==> src/rtl/uart_pkg.sv <==
// Shared UART types: parity modes, transmitter FSM states and a frame-length helper.
package uart_pkg;

  typedef enum logic [1:0] {
    PAR_NONE = 2'd0,
    PAR_EVEN = 2'd1,
    PAR_ODD  = 2'd2
  } parity_e;

  typedef enum logic [2:0] {
    IDLE,
    START,
    DATA,
    PARITY,
    STOP
  } tx_state_e;

  // Clocks occupied by one complete frame on the line.
  function automatic int frame_clocks(input int dvsr, input int word_size,
                                      input int parity, input int stop_bits);
    return dvsr * (1 + word_size + ((parity != 0) ? 1 : 0) + stop_bits);
  endfunction

endpackage

==> src/rtl/uart_tx_fifo_if.sv <==
// Write port of the UART transmitter: word + strobe in, full/level/overflow status back.
interface uart_tx_fifo_if #(
  parameter int WORD_SIZE  = 8,
  parameter int FIFO_DEPTH = 4
);
  logic [WORD_SIZE-1:0]          dataBus;
  logic                          wrEn;
  logic                          full;
  logic [$clog2(FIFO_DEPTH):0]   fifoLevel;
  logic                          overflow;

  modport master (output dataBus, output wrEn, input full, input fifoLevel, input overflow);
  modport slave  (input dataBus, input wrEn, output full, output fifoLevel, output overflow);
endinterface

==> src/rtl/uart_sync_fifo.sv <==
// Single-clock FIFO, data visible on pop_dat the cycle after push; pushes when full
// and pops when empty are ignored, so callers may strobe freely.
module uart_sync_fifo #(
  parameter int WIDTH = 8,
  parameter int DEPTH = 4
) (
  input  logic                     clk,
  input  logic                     rst,
  input  logic                     push,
  input  logic [WIDTH-1:0]         push_dat,
  input  logic                     pop,
  output logic [WIDTH-1:0]         pop_dat,
  output logic                     full,
  output logic                     empty,
  output logic [$clog2(DEPTH):0]   level
);
  localparam int AW = $clog2(DEPTH);

  logic [WIDTH-1:0] mem [DEPTH];
  logic [AW:0]      wr_ptr;
  logic [AW:0]      rd_ptr;
  logic             push_ok;
  logic             pop_ok;

  assign push_ok = push && !full;
  assign pop_ok  = pop && !empty;

  // Extra pointer MSB distinguishes full from empty when the index bits match.
  always_ff @(posedge clk or posedge rst) begin
    if (rst) begin
      wr_ptr <= '0;
      rd_ptr <= '0;
    end else begin
      if (push_ok) wr_ptr <= wr_ptr + (AW+1)'(1);
      if (pop_ok)  rd_ptr <= rd_ptr + (AW+1)'(1);
    end
  end

  always_ff @(posedge clk) begin
    if (push_ok) mem[wr_ptr[AW-1:0]] <= push_dat;
  end

  assign pop_dat = mem[rd_ptr[AW-1:0]];
  assign level   = wr_ptr - rd_ptr;
  assign full    = (level == (AW+1)'(DEPTH));
  assign empty   = (wr_ptr == rd_ptr);

endmodule

==> src/rtl/uart_tx_fifo.sv <==
// Queued UART transmitter: write -> start bit falls 2 cycles later, frames sent back-to-back;
// writes while full are dropped with an overflow pulse. UART_TX_BREAK_EN adds the sendBreak port.
module uart_tx_fifo
  import uart_pkg::*;
#(
  parameter int DVSR       = 347,
  parameter int WORD_SIZE  = 8,
  parameter int PARITY     = 0,
  parameter int STOP_BITS  = 1,
  parameter int FIFO_DEPTH = 4
) (
  input  logic              clk,
  input  logic              rst,
  uart_tx_fifo_if.slave     wr,
`ifdef UART_TX_BREAK_EN
  input  logic              sendBreak,
`endif
  output logic              txBusy,
  output logic              txDone,
  output logic              serialOut
);
  localparam int      CW       = $clog2(DVSR);
  localparam int      BW       = $clog2(WORD_SIZE);
  localparam parity_e PAR_MODE = parity_e'(PARITY);

  tx_state_e            state;
  logic [CW-1:0]        baud_cnt;
  logic [BW-1:0]        bit_idx;
  logic                 stop_idx;
  logic [WORD_SIZE-1:0] shreg;
  logic                 par_bit;
  logic [WORD_SIZE-1:0] fifo_dat;
  logic                 fifo_full;
  logic                 fifo_empty;
  logic                 fifo_push;
  logic                 fifo_pop;
  logic                 bit_end;
  logic                 last_stop;
  logic                 brk_req;
  logic                 brk_q;

`ifdef UART_TX_BREAK_EN
  assign brk_req = sendBreak;

  // Remembers that the line was held in break so release gets one high cycle first.
  always_ff @(posedge clk or posedge rst) begin
    if (rst) brk_q <= 1'b0;
    else     brk_q <= (state == IDLE) && sendBreak;
  end
`else
  assign brk_req = 1'b0;
  assign brk_q   = 1'b0;
`endif

  assign fifo_push = wr.wrEn && !fifo_full;
  assign wr.full   = fifo_full;

  uart_sync_fifo #(
    .WIDTH (WORD_SIZE),
    .DEPTH (FIFO_DEPTH)
  ) u_fifo (
    .clk      (clk),
    .rst      (rst),
    .push     (fifo_push),
    .push_dat (wr.dataBus),
    .pop      (fifo_pop),
    .pop_dat  (fifo_dat),
    .full     (fifo_full),
    .empty    (fifo_empty),
    .level    (wr.fifoLevel)
  );

  always_ff @(posedge clk or posedge rst) begin
    if (rst) wr.overflow <= 1'b0;
    else     wr.overflow <= wr.wrEn && fifo_full;
  end

  assign bit_end   = (baud_cnt == CW'(DVSR - 1));
  assign last_stop = (stop_idx == 1'(STOP_BITS - 1));

  always_comb begin
    fifo_pop = 1'b0;
    if (!fifo_empty && !brk_req) begin
      case (state)
        IDLE:    fifo_pop = !brk_q;
        STOP:    fifo_pop = bit_end && last_stop;
        default: fifo_pop = 1'b0;
      endcase
    end
  end

  // The state literal is package-qualified because the PARITY parameter shadows it here.
  always_ff @(posedge clk or posedge rst) begin
    if (rst) begin
      state     <= IDLE;
      baud_cnt  <= '0;
      bit_idx   <= '0;
      stop_idx  <= 1'b0;
      shreg     <= '0;
      par_bit   <= 1'b0;
      serialOut <= 1'b1;
      txBusy    <= 1'b0;
      txDone    <= 1'b0;
    end else begin
      txDone <= (state == STOP) && last_stop && (baud_cnt == CW'(DVSR - 2));
      if (state != IDLE) baud_cnt <= bit_end ? '0 : baud_cnt + CW'(1);
      case (state)
        IDLE: begin
          baud_cnt <= '0;
          if (brk_req) begin
            serialOut <= 1'b0;
            txBusy    <= 1'b1;
          end else if (fifo_pop) begin
            state     <= START;
            shreg     <= fifo_dat;
            par_bit   <= (^fifo_dat) ^ (PAR_MODE == PAR_ODD);
            serialOut <= 1'b0;
            txBusy    <= 1'b1;
          end else begin
            serialOut <= 1'b1;
            txBusy    <= 1'b0;
          end
        end
        START: begin
          if (bit_end) begin
            state     <= DATA;
            bit_idx   <= '0;
            serialOut <= shreg[0];
          end
        end
        DATA: begin
          if (bit_end) begin
            if (bit_idx == BW'(WORD_SIZE - 1)) begin
              if (PAR_MODE != PAR_NONE) begin
                state     <= uart_pkg::PARITY;
                serialOut <= par_bit;
              end else begin
                state     <= STOP;
                stop_idx  <= 1'b0;
                serialOut <= 1'b1;
              end
            end else begin
              bit_idx   <= bit_idx + BW'(1);
              shreg     <= shreg >> 1;
              serialOut <= shreg[1];
            end
          end
        end
        uart_pkg::PARITY: begin
          if (bit_end) begin
            state     <= STOP;
            stop_idx  <= 1'b0;
            serialOut <= 1'b1;
          end
        end
        STOP: begin
          if (bit_end) begin
            if (!last_stop) begin
              stop_idx <= 1'b1;
            end else if (fifo_pop) begin
              state     <= START;
              shreg     <= fifo_dat;
              par_bit   <= (^fifo_dat) ^ (PAR_MODE == PAR_ODD);
              serialOut <= 1'b0;
            end else begin
              state  <= IDLE;
              txBusy <= 1'b0;
            end
          end
        end
        default: state <= IDLE;
      endcase
    end
  end

endmodule

==> src/flat_wrapper.sv <==
// flat-port wrapper written by rule: the top's interface ports become plain ports
module uart_tx_fifo_flat import uart_pkg::*;
#(
  parameter int DVSR       = 347,
  parameter int WORD_SIZE  = 8,
  parameter int PARITY     = 0,
  parameter int STOP_BITS  = 1,
  parameter int FIFO_DEPTH = 4
)
  (clk, rst, txBusy, txDone, serialOut, wr_dataBus, wr_wrEn, wr_full, wr_fifoLevel, wr_overflow);
  uart_tx_fifo_if #(.WORD_SIZE(WORD_SIZE), .FIFO_DEPTH(FIFO_DEPTH)) wr_i ();
  input  logic clk;
  input  logic rst;
  output logic txBusy;
  output logic txDone;
  output logic serialOut;
  input wire logic [$bits(wr_i.dataBus)-1:0] wr_dataBus;
  input wire logic [$bits(wr_i.wrEn)-1:0] wr_wrEn;
  output wire logic [$bits(wr_i.full)-1:0] wr_full;
  output wire logic [$bits(wr_i.fifoLevel)-1:0] wr_fifoLevel;
  output wire logic [$bits(wr_i.overflow)-1:0] wr_overflow;
  assign wr_i.dataBus = wr_dataBus;
  assign wr_i.wrEn = wr_wrEn;
  assign wr_full = wr_i.full;
  assign wr_fifoLevel = wr_i.fifoLevel;
  assign wr_overflow = wr_i.overflow;
  uart_tx_fifo #(.DVSR(DVSR), .WORD_SIZE(WORD_SIZE), .PARITY(PARITY), .STOP_BITS(STOP_BITS), .FIFO_DEPTH(FIFO_DEPTH)) u_core (.clk(clk), .rst(rst), .wr(wr_i), .txBusy(txBusy), .txDone(txDone), .serialOut(serialOut));
endmodule
==> config.mk <==
export PLATFORM = sky130hd
export DESIGN_NAME = uart_tx_fifo_flat
export DESIGN_NICKNAME = d
export VERILOG_FILES = /design/src/rtl/uart_pkg.sv /design/src/rtl/uart_tx_fifo_if.sv /design/src/rtl/uart_sync_fifo.sv /design/src/rtl/uart_tx_fifo.sv /design/src/flat_wrapper.sv
export SDC_FILE = /design/constraint.sdc
export NUM_CORES = 1
export LEC_CHECK = 0
export BUFFER_PORTS_ARGS = -buffer_cell sky130_fd_sc_hd__clkbuf_2
export CAP_MARGIN = 30
export CORE_AREA = 2 2 97 99
export CTS_CLUSTER_SIZE = 40
export DETAILED_ROUTE_END_ITERATION = 10
export DIE_AREA = 0 0 99 101
export PLACE_DENSITY = 0.49
export SLEW_MARGIN = 20
export SYNTH_ARGS = -nofsm -noshare
export SYNTH_HDL_FRONTEND = slang
export SYNTH_SLANG_ARGS = --single-unit
==> constraint.sdc <==
create_clock -name clk -period 3 [get_ports clk]
set_clock_uncertainty 0.2 [all_clocks]
set_input_delay 0.3 -clock clk [delete_from_list [all_inputs] [get_ports clk]]
set_output_delay 0.3 -clock clk [all_outputs]
set_load 0.05 [all_outputs]
==> results of run 1 <==
-- flip-flops by register name, summed over array words and instances (netlist names) --
signal	cells
u_core.txBusy	1
u_core.serialOut	1
u_core.shreg	8
u_core.state	3
u_core.txDone	1
u_core.baud_cnt	9
u_core.u_fifo.mem	32
u_core.wr.overflow	1
u_core.bit_idx	3
u_core.u_fifo.wr_ptr	3
u_core.u_fifo.rd_ptr	3
-- cells by family (layout without fill, tap and decap cells) --
group,after synthesis,after routing,share of synthesized area (%)
DFF,65,65,58.7
and+or+nand+nor,57,57,10.1
AOI/OAI and AO/OA,24,24,5.46
muxes,24,24,12.6
buffers and inverters,21,60,3.33
adders and majority gates,13,13,5.59
xor gates and xnor gates,13,13,4.23
-- power groups by stage --
| stage | clock network [mW] | logic, mW | registers [mW] |
|---|---|---|---|
| final | 0.812 | 1.33 | 1.40 |
| after global routing | 0.880 | 1.46 | 1.45 |
| after CTS | 0.844 | 1.35 | 1.41 |
| after detailed placement | 0 | 1.34 | 1.43 |
| after global placement | 0 | 1.33 | 1.43 |
| after floorplan | 0 | 1.06 | 1.39 |
-- path summary, 6_finish.rpt --
check | startpoint | to | slack (ns) | cells after the start
setup / recovery | u_core.u_fifo.wr_ptr[0] | wr_full | 0.22 | 7
min in group asynchronous | rst | u_core.shreg[3] | 0.38 | 4
hold reg to reg | u_core.serialOut | u_core.serialOut | 0.28 | 2
max in group asynchronous | rst | u_core.serialOut | 1.88 | 4
hold / removal | wr_wrEn | u_core.wr.overflow | 0.05 | 2
setup reg to reg | u_core.u_fifo.wr_ptr[0] | u_core.u_fifo.mem[3][0] | 0.44 | 6
-- per-layer routing --
metal / wire length [um] / track usage, %
met5: 0 / 0
met3: 189 / 3.74
met1: 2570 / 15.8
met2: 2430 / 18.3
met4: 99 / 5.69
-- stage by stage --
| step | area, um^2 | setup WS [ns] | util, % | hold slack, ns | cells |
|---|---|---|---|---|---|
| 2_1_floorplan | 3050 | 0.336 | - | 0.199 | 217 |
| 3_3_place_gp | 3250 | 0.550 | 36.2 | 0.230 | 342 |
| 3_5_place_dp | 3250 | 0.439 | 36.2 | 0.225 | 342 |
| 4_1_cts | 3560 | 0.199 | 39.6 | 0.0244 | 367 |
| 5_1_grt | 3560 | 0.0686 | 39.6 | 0.0508 | 367 |
| 6_report | 3560 | 0.215 | 39.6 | 0.0510 | 367 |
-- area by class of cell --
type | instances | share of cell area (%)
Clock inverter | 7 | 2.64
Tap cell | 111 | 3.90
Inverter | 14 | 1.48
Sequential cell | 65 | 50.3
Timing Repair Buffer | 30 | 5.70
Clock buffer | 9 | 3.48
Multi-Input combinational cell | 131 | 32.5
-- worst register-to-register path: cells and delay by family, from the launching register on --
family        cells  cell delay (ns)
buf+inv           1             0.10
fa+ha+maj         2             0.60
simple gates      2             0.67
flops             1             0.41
xor+xnor          1             0.23
-- what timing repair did --
item | 4_1_cts | 5_1_grt
setup endpoints to repair | 0 | 0
endpoints found under the hold margin | 64 | 0
hold buffers | 9 | 0
-- placed cells by master, fill, tap and decap left out, types with 2 or more instances in the layout --
master and count:
sky130_fd_sc_hd__bufinv_16 2, sky130_fd_sc_hd__a22o_1 3, sky130_fd_sc_hd__dlygate4sd3_1 9, sky130_fd_sc_hd__nand2_1 14, sky130_fd_sc_hd__xnor2_1 6, sky130_fd_sc_hd__mux2_2 16
sky130_fd_sc_hd__buf_4 3, sky130_fd_sc_hd__nand3_1 5, sky130_fd_sc_hd__a21oi_1 6, sky130_fd_sc_hd__clkinv_1 2, sky130_fd_sc_hd__clkbuf_8 9, sky130_fd_sc_hd__edfxtp_1 32
sky130_fd_sc_hd__clkbuf_2 18, sky130_fd_sc_hd__and3_1 4, sky130_fd_sc_hd__mux4_1 6, sky130_fd_sc_hd__ha_1 12, sky130_fd_sc_hd__nor3_1 6, sky130_fd_sc_hd__clkinv_4 2
sky130_fd_sc_hd__mux4_2 2, sky130_fd_sc_hd__o21ai_0 2, sky130_fd_sc_hd__inv_1 14, sky130_fd_sc_hd__o31ai_1 2, sky130_fd_sc_hd__nor2_1 17, sky130_fd_sc_hd__dfrtp_1 32
sky130_fd_sc_hd__a211oi_1 2, sky130_fd_sc_hd__xor2_1 6
==> run_results.csv, run 1 <==
group,metric,value,unit
clocking,numCtsBuffers,9,
global_route,antenna_found_initial,0,
job,drv.max_cap_violation_count,0,
timing,report.final.setup_viol,0,
floorplanning,die_height,101,um
critical_path,path_delay_family,"adder cells",
placed_design,detailed_place_hpwl,3630,um
timing,slew_headroom,53.4,%
placed_design,io_buffer_count,18,
detailed_routing,post_drt_via_cell_ratio,4.80,
pwr,power.leakage,1.46,nW
timing,drv_slew,0,
layout,multi_input_area,0.00116,mm^2
layout,seqCellArea,0.00179,mm^2
global_route,grt_pass1_wl,9220,um
pwr,cell_internal_pwr,2.22,mW
critical_path,critPathRequiredTime,2.50,ns
synth,synth_nets,241,
global_route,grt.overflow.total,0,
synth,synth_commonest_cells,"32 x sky130_fd_sc_hd__dfrtp_1, 32 x sky130_fd_sc_hd__edfxtp_1, 17 x sky130_fd_sc_hd__nor2_1",
clocking,clock_tree.root_cell,"sky130_fd_sc_hd__clkbuf_8",
floorplanning,floorplan.initialDensity,33.9,%
global_route,vias_in_the_first_global_route,1791,
synth,synth_area_leader_cell,"sky130_fd_sc_hd__edfxtp_1",
critical_path,worst_ep_arrival_time,2.28,ns
critical_path,crit_path_cell_trace,"inv_1 > ha_1 > fa_1 > xor3_1 > nand3_1 > inv_1 > clkbuf_2",
synth,yosys.cell_types.count,45,
critical_path,critical_path_buf_inv_count,3,
layout,antennaDiodeCount,0,
floorplanning,pin_count,19,
detailed_routing,detail_route.iter0.violations,70,
pwr,pwr_density_cell,996,mW/mm^2
placed_design,routabilityCongestion,0.722,
global_route,grt_util_all_layers,12.1,%
clocking,cts_repair_resize_count,0,
critical_path,top_fanout_value_on_the_critical_path,6,
layout,area_delta_synth_final,16.8,%
timing,hold_viol_final,0,
critical_path,crit_slowest_cell,"sky130_fd_sc_hd__dfrtp_1",
synth,yosys_warnings,0,
timing,timing_worst_slew_pin_value,0.694,ns
synth,seq_total_area_yosys,58.7,%
clocking,cts_tree,"done",
critical_path,startpoint_type,"register",
global_route,grt_max_degree,34,
clocking,worstSkewPairLatency,0.34,ns
layout,layout-drive-gt1-share,23.4,%
clocking,cts_num_sinks,65,
critical_path,cp-end-kind,"primary output",
synth,ys.flop_type,"sky130_fd_sc_hd__edfxtp_1",
detailed_routing,drt_wl_total,5290,um
detailed_routing,via_count,1762,
synth,netlist_instances,217,
pwr,share_comb_of_total_power,37.4,%
pwr,power.net_switching,1.32,mW
synth,synth-seq-cells,65,
detailed_routing,ant_nets,0,
synth,synthesis.area,0.00305,mm^2
clocking,cts-htree-levels,3,
critical_path,cpMostUsedCell,"sky130_fd_sc_hd__inv_1",
layout,num-nets-final,275,
layout,filler_cell_count,832,
synth,synth_edf_count,32,
floorplanning,die_width,99,um
pwr,irDropWorstVdd,0.383,mV
timing,grt_setup_unrepaired,"false",
timing,post-route-period-util,92.8,%
clocking,clkTransAtPathRegs,0.07,ns
pwr,seqPwrFrac,39.6,%
synth,synthesis.area_per_instance,14.0,um^2
critical_path,setup.worst_path.class,"register to primary output",
synth,ys_async_sr_fraction,50.8,%
clocking,cts_max_path_buffers,2,
synth,synth_top_area_share,31.5,%
critical_path,timing.critical_path.slowest_cell_delay,0.41,ns
detailed_routing,drc,0,
floorplanning,placeableCoreArea,0.00898,mm^2
pwr,netSwitchingFraction,37.3,%
detailed_routing,post_drt_wl_per_cell,14.4,um
pwr,power.share.clock,22.9,%
hold_path,kind_of_path_behind_the_tightest_hold_check,"primary input to register",
clocking,post-cts-setup-buffers,0,
detailed_routing,drt_first_pass_iters,4,
floorplanning,rows,35,
synth,synth.top_cells.by_area,"sky130_fd_sc_hd__edfxtp_1 32%, sky130_fd_sc_hd__dfrtp_1 26%, sky130_fd_sc_hd__mux2_2 5.9%",
timing,achievable-frequency,0.359,GHz
floorplanning,die_area,0.0100,mm^2
timing,finalWorstPathRequiredPeriod,2.78,ns
pwr,totalPowerFinal,3.54,mW
timing,final.setup.tns,0,ns
status,status,"complete, no violations",
Note: power is estimated with default switching activity, not from simulation.
==> run 2, diff against run 1 <==
Settings changed: PLACE_DENSITY 0.49 to 0.51.
Clock period 3 ns to 2.55 ns, I/O delays scaled along.
==> run_results.csv, run 2 (synthesis results as in run 1) <==
group,metric,value,unit
status,status,"complete, no violations",
floorplanning,pin_count,19,
layout,num-nets-final,286,
layout,area_delta_synth_final,20.7,%
hold_path,kind_of_path_behind_the_tightest_hold_check,"register to register",
pwr,netSwitchingFraction,37.8,%
placed_design,dp_cells,347,
floorplanning,placeableCoreArea,0.00898,mm^2
layout,layout-drive-gt1-share,30.0,%
timing,layout_setup_ws,0.139,ns
detailed_routing,ant_nets,0,
floorplanning,rows,35,
pwr,power.leakage,1.51,nW
floorplanning,die_height,101,um
pwr,pwr_density_cell,1210,mW/mm^2
detailed_routing,post_drt_wl_per_cell,14.0,um
pwr,cell_internal_pwr,2.76,mW
critical_path,startpoint_type,"register",
clocking,worstSkewPairLatency,0.35,ns
hold_path,holdPathEnd,"u_core.serialOut",
detailed_routing,via_count,1787,
job,drv.max_cap_violation_count,0,
critical_path,timing.critical_path.from,"u_core.u_fifo.rd_ptr[0]",
pwr,share_comb_of_total_power,42.6,%
timing,drv_slew,0,
clocking,clock_tree.root_cell,"sky130_fd_sc_hd__clkbuf_8",
global_route,grt.overflow.total,0,
clocking,cts_tree,"done",
timing,grt_setup_unrepaired,"false",
critical_path,endpoint_of_the_worst_slack_reg_to_reg_timing_path,"u_core.u_fifo.mem[2][6]",
timing,post-route-period-util,94.6,%
pwr,seqPwrFrac,36.5,%
timing,achievable-frequency,0.415,GHz
floorplanning,die_width,99,um
detailed_routing,drt_wl_total,5310,um
layout,filler_cell_count,813,
global_route,grt_max_degree,34,
timing,hold_viol_final,0,
critical_path,critPathRequiredTime,2.10,ns
timing,report.final.setup_viol,0,
placed_design,place_worst_setup_slack,0.0262,ns
global_route,grt_pass1_wl,9140,um
critical_path,ff2ff_path_depth,6,
hold_path,worst_hold_path.num_cells,2,
floorplanning,die_area,0.0100,mm^2
detailed_routing,drt_first_pass_iters,4,
timing,finalWorstPathRequiredPeriod,2.41,ns
layout,finalCoreUtilization,41.0,%
hold_path,hold_start,"u_core.serialOut",
placed_design,io_buffer_count,18,
timing,slew_headroom,55.2,%
global_route,grt_util_all_layers,12.0,%
clocking,clkTransAtPathRegs,0.08,ns
layout,finish.cell_count_without_fillers,378,
layout,flip_flop_count_of_the_largest_register_all_copies_and_words_added,32,
clocking,cts_max_path_buffers,2,
pwr,power.net_switching,1.68,mW
timing,timing_worst_slew_pin_value,0.668,ns
critical_path,cp-end-kind,"primary output",
layout,final_cell_mix,"32 x sky130_fd_sc_hd__dfrtp_1, 32 x sky130_fd_sc_hd__edfxtp_1, 17 x sky130_fd_sc_hd__nor2_1",
placed_design,detailed_place_hpwl,3650,um
critical_path,r2r-start,"u_core.u_fifo.rd_ptr[0]",
global_route,antenna_found_initial,0,
placed_design,routabilityCongestion,0.758,
critical_path,worst_ep_arrival_time,1.96,ns
critical_path,setup.reg_to_reg.worst_slack,0.20,ns
clocking,numCtsBuffers,9,
clocking,cts_num_sinks,65,
pwr,power.share.clock,20.9,%
floorplanning,floorplan.initialDensity,33.9,%
critical_path,top_fanout_value_on_the_critical_path,2,
detailed_routing,drc,0,
global_route,vias_in_the_first_global_route,1733,
detailed_routing,detail_route.iter0.violations,56,
critical_path,setup.worst_path.class,"register to primary output",
detailed_routing,post_drt_via_cell_ratio,4.73,
pwr,irDropWorstVdd,0.620,mV
layout,antennaDiodeCount,0,
clocking,cts-htree-levels,3,
==> run 2: area by class of cell <==
cell class                      instances  area, um^2  share of cell area, %
Sequential cell                        65        1790                   48.6
Multi-Input combinational cell        131        1190                   32.3
Timing Repair Buffer                   41         303                   8.23
Tap cell                              111         139                   3.78
Clock buffer                            9         124                   3.37
Clock inverter                          7        83.8                   2.28
Inverter                               14        52.6                   1.43
==> run 2: worst max-delay path by stage <==
stage	slack (ns)	end
after floorplan	0.04	u_core.u_fifo.mem[3][0]
after CTS	-0.03	wr_full
after detailed placement	0.03	u_core.u_fifo.mem[3][3]
after global routing	0.03	wr_full
after global placement	0.11	u_core.u_fifo.mem[3][2]
final	0.14	wr_full
==> run 2: power groups by stage <==
stage          clock [mW]  sequential, mW  combinational, mW
2_1_floorplan           0            1.64               1.25
3_3_place_gp            0            1.65               1.61
3_5_place_dp            0            1.66               1.63
4_1_cts             0.960            1.62               1.92
5_1_grt              1.00            1.66               2.08
6_report            0.929            1.62               1.89
==> run 2: what timing repair did <==
action                                  4_1_cts  5_1_grt
buffers inserted                              5        0
endpoints found under the hold margin        65        0
endpoints found under the setup margin        1       26
gates resized for setup                      12        1
hold buffers                                 10        0
pin swaps                                     4        1
==> run 2: worst max-delay path: stages (launching register included) <==
cell and delay (ns):
sky130_fd_sc_hd__dfrtp_1 0.41, sky130_fd_sc_hd__ha_4 0.17, sky130_fd_sc_hd__fa_2 0.35, sky130_fd_sc_hd__xor3_2 0.26
sky130_fd_sc_hd__nand3_4 0.09, sky130_fd_sc_hd__buf_6 0.12, sky130_fd_sc_hd__inv_2 0.05, sky130_fd_sc_hd__clkbuf_8 0.17
==> run 2: metrics by stage <==
stage | hold WS [ns] | area, um^2 | total power [mW] | setup TNS [ns]
after CTS | 0.283 | 3680 | 4.50 | -0.0333
after global placement | 0.179 | 3290 | 3.27 | 0
after global routing | 0.314 | 3680 | 4.74 | 0
after detailed placement | 0.179 | 3290 | 3.29 | 0
final | 0.274 | 3680 | 4.44 | 0
after floorplan | 0.154 | 3050 | 2.89 | 0
==> run 2: metal layers <==
metal  vias to the layer above  track usage [%]  wire (um)
li1                        882                -          -
met1                       876             16.2       2620
met2                        22             17.6       2450
met3                         7             4.44        170
met4                         0             4.43         68
met5                         -                0          0
==> run 3, diff against run 2 <==
Settings changed: ABC_CLOCK_PERIOD_IN_PS set to 2500, PLACE_DENSITY 0.51 to 0.49.
Clock period 2.55 ns to 2.5 ns, I/O delays scaled along.
==> run_results.csv, run 3 (synthesis results as in run 1) <==
group,metric,value,unit
status,status,"complete, no violations",
timing,grt_setup_unrepaired,"false",
floorplanning,placeableCoreArea,0.00898,mm^2
critical_path,timing.critical_path.from,"u_core.u_fifo.wr_ptr[0]",
critical_path,crit_slowest_cell,"sky130_fd_sc_hd__dfrtp_1",
layout,area_delta_synth_final,19.3,%
clocking,numCtsBuffers,9,
timing,achievable-frequency,0.424,GHz
critical_path,r2r-start,"u_core.u_fifo.wr_ptr[0]",
layout,layout-drive-gt1-share,27.5,%
detailed_routing,via_count,1775,
detailed_routing,drc,0,
clocking,worstSkewPairLatency,0.34,ns
critical_path,worst_ep_arrival_time,1.91,ns
global_route,grt_pass1_wl,8990,um
global_route,grt_util_all_layers,11.8,%
clocking,cts-htree-levels,3,
timing,timing_worst_slew_pin_value,0.667,ns
floorplanning,rows,35,
critical_path,setup.reg_to_reg.worst_slack,0.21,ns
hold_path,kind_of_path_behind_the_tightest_hold_check,"register to register",
critical_path,critical_path_buf_inv_count,3,
clocking,cts_num_sinks,65,
timing,final.setup.tns,0,ns
detailed_routing,post_drt_via_cell_ratio,4.76,
clocking,clock_tree.root_cell,"sky130_fd_sc_hd__clkbuf_8",
pwr,pwr_density_cell,1210,mW/mm^2
timing,layout_setup_ws,0.140,ns
layout,multi_input_area,0.00117,mm^2
floorplanning,pin_count,19,
job,drv.max_cap_violation_count,0,
layout,seqCellArea,0.00179,mm^2
detailed_routing,post_drt_wl_per_cell,14.4,um
placed_design,detailed_place_hpwl,3690,um
critical_path,critPathRequiredTime,2.05,ns
critical_path,startpoint_type,"register",
critical_path,crit_path_cell_trace,"inv_1 > ha_1 > fa_2 > xor3_2 > nand3_4 > inv_2 > buf_8",
timing,post-route-period-util,94.4,%
floorplanning,die_width,99,um
timing,slew_headroom,55.2,%
layout,filler_cell_count,832,
critical_path,setup.worst_path.class,"register to primary output",
critical_path,timing.critical_path.slowest_cell_delay,0.35,ns
layout,antennaDiodeCount,0,
layout,num-nets-final,281,
clocking,clkTransAtPathRegs,0.08,ns
global_route,grt.overflow.total,0,
layout,flip_flop_count_of_the_largest_register_all_copies_and_words_added,32,
layout,final_cell_mix,"32 x sky130_fd_sc_hd__dfrtp_1, 32 x sky130_fd_sc_hd__edfxtp_1, 17 x sky130_fd_sc_hd__nor2_1, 17 x sky130_fd_sc_hd__clkbuf_2, 16 x sky130_fd_sc_hd__mux2_2",
pwr,irDropWorstVdd,0.595,mV
clocking,post-cts-setup-buffers,0,
detailed_routing,drt_first_pass_iters,4,
detailed_routing,drt_wl_total,5370,um
timing,hold_viol_final,0,
timing,finalWorstPathRequiredPeriod,2.36,ns
floorplanning,die_area,0.0100,mm^2
clocking,cts_max_path_buffers,2,
layout,finalCoreUtilization,40.5,%
layout,postLayoutCellArea,0.00363,mm^2
placed_design,io_buffer_count,18,
detailed_routing,ant_nets,0,
global_route,grt_max_degree,34,
timing,report.final.setup_viol,0,
clocking,cts_tree,"done",
critical_path,cp-end-kind,"primary output",
placed_design,routabilityCongestion,0.708,
global_route,vias_in_the_first_global_route,1855,
floorplanning,die_height,101,um
placed_design,place_worst_setup_slack,0.110,ns
critical_path,top_fanout_value_on_the_critical_path,6,
detailed_routing,detail_route.iter0.violations,53,
hold_path,hold_start,"u_core.serialOut",
pwr,power.leakage,1.49,nW
pwr,totalPowerFinal,4.39,mW
global_route,antenna_found_initial,0,
timing,drv_slew,0,
placed_design,placedInstanceArea,0.00330,mm^2
critical_path,path_delay_family,"adder cells",
floorplanning,floorplan.initialDensity,33.9,%
-- run 3: per-stage QoR --
step | hold slack (ns) | cells
floorplan | 0.149 | 217
global placement | 0.175 | 347
detailed placement | 0.173 | 347
CTS | 0.285 | 373
global route | 0.295 | 373
finish | 0.276 | 373
-- run 3: where the power goes --
group,leakage [nW],switching (mW),internal [mW]
Sequential,0.704,0.195,1.46
Clock,0.105,0.457,0.478
Combinational,0.677,1.03,0.764
-- run 3: routing by layer --
layer	GRT usage, %	part of all wire (%)	up-vias
met5	0	0	-
met4	5.37	1.5	0
met3	3.54	2.5	7
met2	18.7	48	23
met1	14.8	48	875
li1	-	-	870
-- run 3: cell type report --
cell class | instances | share of cell area [%]
clock buffers | 9 | 3.41
clock inverters | 7 | 2.27
inverters | 14 | 1.45
multi-input cells | 131 | 32.3
flip-flops and latches | 65 | 49.2
well taps | 111 | 3.82
repair buffers | 36 | 7.51
-- run 3: final timing paths --
| kind | endpoint | cells past startpoint |
|---|---|---|
| max in group asynchronous | u_core.serialOut | 4 |
| hold / removal | u_core.serialOut | 2 |
| hold reg to reg | u_core.serialOut | 2 |
| setup reg to reg | u_core.u_fifo.mem[0][7] | 6 |
| setup / recovery | wr_full | 7 |
| min in group asynchronous | u_core.baud_cnt[7] | 4 |
-- run 3: timing repair --
item                       CTS  global route
hold buffers                10             0
pin swaps                    0             0
hold endpoints to repair    65             0
resized for setup            3             4
gates cloned                 0             0
setup endpoints to repair    1             1
-- run 3: tightest hold or removal path: stages, from the launching register on --
cell                       delay [ns]
sky130_fd_sc_hd__dfstp_2         0.37
sky130_fd_sc_hd__inv_1           0.04
sky130_fd_sc_hd__a211oi_1        0.06
